`src/rtl/uart_rx_core.sv`:
```
// 8N1 UART receive front-end: rx synchroniser, mid-bit sampling FSM and a holding
// register with ready/overrun/frame-error status for the IO datapath.
module uart_rx_core #(
  parameter int unsigned DATA_BITS   = 8,
  parameter int unsigned SYNC_STAGES = 2,
  parameter int unsigned DIV_WIDTH   = 16
) (
  input  logic                 clk,
  input  logic                 rst_n,
  input  logic                 en,
  input  logic [DIV_WIDTH-1:0] baud_div,
  input  logic                 rx,
  input  logic                 rd_ack,
  input  logic                 err_clr,
  output logic [DATA_BITS-1:0] rx_data,
  output logic                 rx_ready,
  output logic                 rx_busy,
  output logic                 frame_err,
  output logic                 overrun
);

  localparam int unsigned IDX_W = (DATA_BITS > 1) ? $clog2(DATA_BITS) : 1;

  typedef enum logic [1:0] {
    S_IDLE  = 2'd0,
    S_START = 2'd1,
    S_DATA  = 2'd2,
    S_STOP  = 2'd3
  } state_t;

  state_t                 r_state;
  state_t                 w_state_nxt;
  logic [SYNC_STAGES-1:0] r_sync;
  logic                   r_rxs_prev;
  logic [DIV_WIDTH-1:0]   r_cnt;
  logic [DIV_WIDTH-1:0]   w_cnt_nxt;
  logic [IDX_W-1:0]       r_idx;
  logic [IDX_W-1:0]       w_idx_nxt;
  logic [DATA_BITS-1:0]   r_shift;
  logic [DATA_BITS-1:0]   w_shift_nxt;
  logic [DATA_BITS-1:0]   r_data;
  logic                   r_ready;
  logic                   r_busy;
  logic                   r_ferr;
  logic                   r_ovr;

  logic                   w_rxs;
  logic                   w_fall;
  logic                   w_expire;
  logic [DIV_WIDTH-1:0]   w_n;
  logic                   w_load;
  logic                   w_ferr_set;
  logic                   w_ovr_set;

  assign w_rxs    = r_sync[SYNC_STAGES-1];
  assign w_fall   = r_rxs_prev & ~w_rxs;
  assign w_expire = (r_cnt <= DIV_WIDTH'(1));
  assign w_n      = (baud_div < DIV_WIDTH'(2)) ? DIV_WIDTH'(2) : baud_div;

  // rx synchroniser plus one extra stage for falling-edge detection
  always_ff @(posedge clk or negedge rst_n) begin
    if (!rst_n) begin
      r_sync     <= '1;
      r_rxs_prev <= 1'b1;
    end else begin
      r_sync     <= {r_sync[SYNC_STAGES-2:0], rx};
      r_rxs_prev <= w_rxs;
    end
  end

  always_ff @(posedge clk or negedge rst_n) begin
    if (!rst_n) begin
      r_state <= S_IDLE;
      r_cnt   <= '0;
      r_idx   <= '0;
      r_shift <= '0;
    end else begin
      r_state <= w_state_nxt;
      r_cnt   <= w_cnt_nxt;
      r_idx   <= w_idx_nxt;
      r_shift <= w_shift_nxt;
    end
  end

  // Next-state logic; the counter expires on its last clock of the bit (value 1)
  always_comb begin
    w_state_nxt = r_state;
    w_cnt_nxt   = w_expire ? r_cnt : r_cnt - DIV_WIDTH'(1);
    w_idx_nxt   = r_idx;
    w_shift_nxt = r_shift;
    w_load      = 1'b0;
    w_ferr_set  = 1'b0;
    if (!en) begin
      w_state_nxt = S_IDLE;
      w_cnt_nxt   = '0;
      w_idx_nxt   = '0;
    end else begin
      unique case (r_state)
        S_IDLE: begin
          w_cnt_nxt = '0;
          if (w_fall) begin
            w_state_nxt = S_START;
            w_cnt_nxt   = w_n >> 1;
          end
        end
        S_START: begin
          if (w_expire) begin
            if (!w_rxs) begin
              w_state_nxt = S_DATA;
              w_cnt_nxt   = w_n;
              w_idx_nxt   = '0;
            end else begin
              w_state_nxt = S_IDLE;
              w_cnt_nxt   = '0;
            end
          end
        end
        S_DATA: begin
          if (w_expire) begin
            w_shift_nxt[r_idx] = w_rxs;
            w_cnt_nxt          = w_n;
            if (r_idx == IDX_W'(DATA_BITS - 1)) begin
              w_state_nxt = S_STOP;
            end else begin
              w_idx_nxt = r_idx + IDX_W'(1);
            end
          end
        end
        S_STOP: begin
          if (w_expire) begin
            w_load      = w_rxs;
            w_ferr_set  = ~w_rxs;
            w_state_nxt = S_IDLE;
            w_cnt_nxt   = '0;
          end
        end
        default: w_state_nxt = S_IDLE;
      endcase
    end
  end

  assign w_ovr_set = w_load & r_ready & ~rd_ack;

  // Holding register and sticky status; set events beat err_clr
  always_ff @(posedge clk or negedge rst_n) begin
    if (!rst_n) begin
      r_data  <= '0;
      r_ready <= 1'b0;
      r_busy  <= 1'b0;
      r_ferr  <= 1'b0;
      r_ovr   <= 1'b0;
    end else begin
      r_busy <= (w_state_nxt != S_IDLE);
      if (w_load) begin
        r_data  <= w_shift_nxt;
        r_ready <= 1'b1;
      end else if (rd_ack) begin
        r_ready <= 1'b0;
      end
      if (w_ferr_set) begin
        r_ferr <= 1'b1;
      end else if (err_clr) begin
        r_ferr <= 1'b0;
      end
      if (w_ovr_set) begin
        r_ovr <= 1'b1;
      end else if (err_clr) begin
        r_ovr <= 1'b0;
      end
    end
  end

  assign rx_data   = r_data;
  assign rx_ready  = r_ready;
  assign rx_busy   = r_busy;
  assign frame_err = r_ferr;
  assign overrun   = r_ovr;

endmodule

```
`config.mk`:
```
export PLATFORM = sky130hd
export DESIGN_NAME = uart_rx_core
export DESIGN_NICKNAME = d
export VERILOG_FILES = /design/src/rtl/uart_rx_core.sv
export SDC_FILE = /design/constraint.sdc
export NUM_CORES = 1
export LEC_CHECK = 0
export BUFFER_PORTS_ARGS = -buffer_cell sky130_fd_sc_hd__clkbuf_2
export CORE_MARGIN = 2
export CORE_UTILIZATION = 30
export CTS_CLUSTER_DIAMETER = 80
export DETAILED_ROUTE_END_ITERATION = 8
export SKIP_LAST_GASP = 1
export SYNTH_ARGS = -nofsm -noshare
export SYNTH_HDL_FRONTEND = slang
export SYNTH_SLANG_ARGS = --single-unit
```
`constraint.sdc`:
```
create_clock -name clk -period 3.1 [get_ports clk]
set_input_delay 0.155 -clock clk [delete_from_list [all_inputs] [get_ports clk]]
set_output_delay 0.155 -clock clk [all_outputs]
set_load 0.005 [all_outputs]
```
-- Word level (Yosys, flattened, before mapping)
Index checks and enable logic that the tools add are counted.
- add/subtract/negate cells: 2
- $lt $le $gt $ge: 4
- equality and inequality tests: 9
- muxes and demuxes: 39
- bitwise operators: 5
- reductions and logical operators: 7
- operators by type and width (operator ; number):
    $mux 16 ; 6
    $pmux 16 s4 ; 1
    $mux 8 ; 3
    $le 16x1->1 const B ; 1
    $lt 16x2->1 const B ; 1
    $sub 16x1->16 const B ; 1
    $mux 15 ; 1
    $mux 3 ; 5
    $mux 2 ; 7
    $mux 1 ; 12
    $ne 3x3->1 const B ; 4
    $bwmux 8 ; 1
    $pmux 2 s4 ; 1
    $reduce_bool 2->1 ; 4
    $pmux 3 s2 ; 1
    $reduce_and 5->1 ; 1
    $eq 2x2->1 const B ; 2
    $lt 3x4->1 const B ; 1
    $add 3x1->3 const B ; 1
    $and 1x1->1 ; 3
    $demux 1 s3 ; 1
    $eq 3x3->1 const B ; 1
    $ge 3x1->1 const B ; 1
    $ne 3x1->1 const B ; 1
    other kinds (4) ; 5
- bits in registers: 44
- bits of input ports: 22
- output and inout bits: 12

-- Longest topological paths before layout
- depth in word-level cells: 8
- mapped depth: 9
- mapped depth without buffers: 7

-- Worst setup path before layout
OpenSTA, ideal clock, no wires.
- path kind: reg-to-reg
- start: reg r_cnt[0]
- end: reg r_data[0], in the netlist rx_data[0]
- setup time: 0.125 ns
- arrival: 2.219 ns
- setup slack: 0.756 ns
- stages on the path, launching flop included: 9
- path buffers: 2
- period minus slack after synthesis: 2.344 ns
- cells stage by stage: dfrtp_1 > inv_1 > ha_1 > clkbuf_1 > nor2_1 > or3_1 > buf_2 > nor4_4 > mux2_2
- cells in the longest elaborated chain, start to end: 4
- elaborated cells between the ends (all ways): 7
- RTL lines (what ; line ; RTL):
    start, declared ; 35 ; logic [DIV_WIDTH-1:0] r_cnt;
    start signal, assigned ; 79 ; r_cnt <= w_cnt_nxt;
    $le 16x1->1 (*) ; 57 ; assign w_expire = (r_cnt <= DIV_WIDTH'(1));
    $mux 8 or $mux 1 (tied branches) ; 119, 130 ;
    $mux 8 or $mux 1 (tied branches) ; 98 ; unique case (r_state)
    $mux 8 or $mux 1 (tied branches) ; 93 ; if (!en) begin
    end signal, assigned ; 155 ; r_data <= w_shift_nxt;
    end, declared ; 41 ; logic [DATA_BITS-1:0] r_data;
Every way passes the cells marked *; elsewhere a longest branch is shown, timed or not.
A chain may end at the register's enable or synchronous reset.

-- Worst setup path in the final report
- start: reg r_cnt[0]
- end: reg r_busy, in the netlist rx_busy
- cells in the longest elaborated chain, start to end: 5
- elaborated cells between the ends (all ways): 7
- RTL lines (what ; line ; RTL):
    $le 16x1->1 (*) ; 57 ;
    $mux 2, on equally long branches ; 130, 107, 119 ;
    $pmux 2 s4 (*) ; 98 ;
    $mux 2 (*) ; 93 ;
    via w_state_nxt[0] ; 32 ; state_t w_state_nxt;
    $reduce_bool 2->1 (*) ; 153 ; r_busy <= (w_state_nxt != S_IDLE);
    end signal, assigned ; 153 ;
    end, declared ; 43 ; logic r_busy;
The timed path passes the listed nets; every way through them passes the cells marked *.

==> results.cfg <==
[grt]
antenna_found_initial = 0
grt.busiest_layer = met2
grt_overflow_total = 0
grt_pass1_wl_mm = 10.3
grt_pass1_vias = 2063
grt_usage_pct = 14.7
met2_usage_pct = 23.3
met3_usage_pct = 2.57
grt_use_met1_pct = 21.1
grt_max_degree = 37

[timing]
setup_viol = 0
finalCriticalPeriod_ns = 2.63
drv_slew = 0
skew_ns = 0.0102
finalCritPeriodShare_pct = 84.8
worst_pin_slew_ns = 0.894
finalSetupTns_ns = 0
hold_violations = 0
maxSlewHeadroom_pct = 40.4
grt_setup_unrepaired = no
max_clock_freq_ghz = 0.380

[outcome]
outcome = complete, no violations

[final_layout]
area_delta_synth_final_pct = 17.4
drive_gt1_share_pct = 25.2
nets = 311
mostFrequentLayoutCells = 41 x dfrtp_1, 33 x clkbuf_2, 30 x nand2_1
layout.cells.non_filler = 388
antenna_cells = 0
final_common_cell = dfrtp_1

[setup_path]
end_kind = register
crit_type = reg2reg
critPathArrivalTime_ns = 2.82
max_stage_delay_ns = 0.55
crit_path_start_kind = register
crit_path_cell_trace = inv_1 -> ha_1 -> nor2_1 -> or3_1 -> nor3_1 -> a211oi_1 -> or2_2
required_ns = 3.29
cp_max_fo = 9
slowest_stage = nor3_1

[cts]
numCtsBuffers = 5
cts-root-buf = clkbuf_8
clock_latency_ns = 0.31
cts.sinks = 44
postCtsSetupBuffers = 0
cts_max_level = 2
max-clock-path-buffers = 2
cts_tree = built
clkTransAtPathRegs_ns = 0.10
cts-resized-gates = 0

[floorplan]
io_pins = 34
die_h_um = 93.7
fp.dieArea_um2 = 8770
core_area_um2 = 7770
initial_utilization_pct = 31.1
die_x_um = 93.7
rows = 32

[routing]
wl_per_cell_um = 15.6
drt-initial-drc-count = 117
routed_wl_mm = 6.05
drc = 0
vias = 2030
first_pass_iters = 4
antenna_left = 0
drt-vias-per-instance = 5.23

[synthesis]
synth_seq_cells = 44
synth_nets = 277
ys.flop_type = dfrtp_1
synth.distinct_cells = 46
synth_edf_count = 0
avgSynthCellArea_um2 = 9.61
netlist_area_um2 = 2410
synth_warnings = 0
seq_area_frac_synth_pct = 45.8
postSynthCellCount = 251
synthArstFlopShare_pct = 100

[placed_design]
post-dp-hpwl_mm = 4.34
place_congestion = 0.919
portBuffers = 33
place_inst = 378

[pwr]
p_seq_share_pct = 42.4
clock_power_share_pct = 30.9
power.leakage_uw = 0.00131
peakVddDrop_uv = 220
p_sw_uw = 516
switching_share_pct = 34.1
power.density_nw_per_um2 = 534
comb_power_share_pct = 26.7
finalPower_uw = 1510
power.internal_uw = 997

[hold_path]
min_path_type = in2reg

[job]
cap_violations = 0
registers in the layout, summed over array words and instances (netlist names):
register    flops
r_cnt          16
r_shift         8
rx_data         8
r_idx           3
r_state         2
r_sync          2
frame_err       1
overrun         1
r_rxs_prev      1
rx_busy         1
rx_ready        1
logic make-up after synthesis:
family	Yosys count	share of synthesized area, %
muxes	21	9.54
and+or+nand+nor	109	24.2
xor gates and xnor gates	8	2.90
buffers and inverters	19	3.01
DFF	44	45.8
adders and majority gates	4	2.07
AOI/OAI and AO/OA	46	12.4
routing by layer:
| metal | share of wire (%) | routed length (um) |
|---|---|---|
| met5 | 0 | 0 |
| met4 | 0.45 | 27 |
| met3 | 6.6 | 398 |
| met2 | 47 | 2830 |
| met1 | 46 | 2790 |
power by group through the flow:
stage / registers [uW] / clock network (uW) / logic (uW)
after floorplan: 639 / 0 / 286
after global placement: 651 / 0 / 397
after detailed placement: 651 / 0 / 396
after CTS: 641 / 481 / 401
after global routing: 648 / 506 / 451
final: 642 / 468 / 404
Yosys cell counts (2+ instances only):
master	number	area, um2
nand2_1	30	113
o21ai_0	3	15.0
and2_1	2	12.5
or3_1	3	18.8
dfstp_2	3	78.8
nand3_1	14	70.1
dfrtp_1	41	1030
or2_2	2	12.5
xnor2_1	3	26.3
and3_1	2	12.5
nor3_1	9	45.0
nor3b_1	3	22.5
nand4b_1	2	17.5
nor2b_1	2	12.5
a211oi_1	5	37.5
a31oi_1	4	25.0
mux2_2	16	180
clkbuf_1	12	45.0
nand3b_1	3	22.5
o31a_1	2	17.5
inv_1	5	18.8
or4_1	2	15.0
nor4_1	5	31.3
nand4_1	8	50.1
a311oi_1	4	35.0
xor2_1	5	43.8
a21oi_1	19	95.1
mux2i_1	5	50.1
ha_1	4	50.1
nor2_1	17	63.8
critical path, delay by kind of cell, from the launching register on:
kind | cells | cell delay, ns
and+or+nand+nor | 4 | 1.43
DFF | 1 | 0.45
adders and majority gates | 1 | 0.35
AOI/OAI and AO/OA | 1 | 0.19
buffers and inverters | 1 | 0.08
per-stage QoR:
stage | setup WS (ns) | utilization, % | cell area, um2 | hold slack [ns]
after floorplan | 0.756 | - | 2410 | -0.141
after global placement | 0.586 | 34.7 | 2700 | 0.243
after detailed placement | 0.497 | 34.7 | 2700 | 0.244
after CTS | 0.476 | 36.5 | 2830 | 0.103
after global routing | 0.323 | 36.5 | 2830 | 0.106
final | 0.471 | 36.5 | 2830 | 0.119
final timing paths:
check	startpoint	to	cells after the start	slack, ns
hold / removal	baud_div[10]	r_cnt[10]	3	0.12
min in group asynchronous	rst_n	rx_data[2]	2	0.50
setup reg to reg	r_cnt[0]	rx_busy	7	0.47
hold reg to reg	r_sync[0]	r_sync[1]	0	0.36
max in group asynchronous	rst_n	r_cnt[9]	3	1.93
setup / recovery	r_cnt[0]	rx_busy	7	0.47
area by class of cell:
type | count | area [um2]
clock inverter | 3 | 46.3
tap | 102 | 128
clock buffer | 5 | 68.8
timing repair buffer | 41 | 230
fill | 804 | 4940
sequential | 44 | 1100
inverter | 5 | 18.8
multi-input combinational | 188 | 1230
timing repair:
action / CTS / global route
endpoints found under the setup margin: 0 / 0
endpoints found under the hold margin: 32 / 0
hold buffers: 2 / 0
Note: power is estimated with default switching activity, not from simulation.
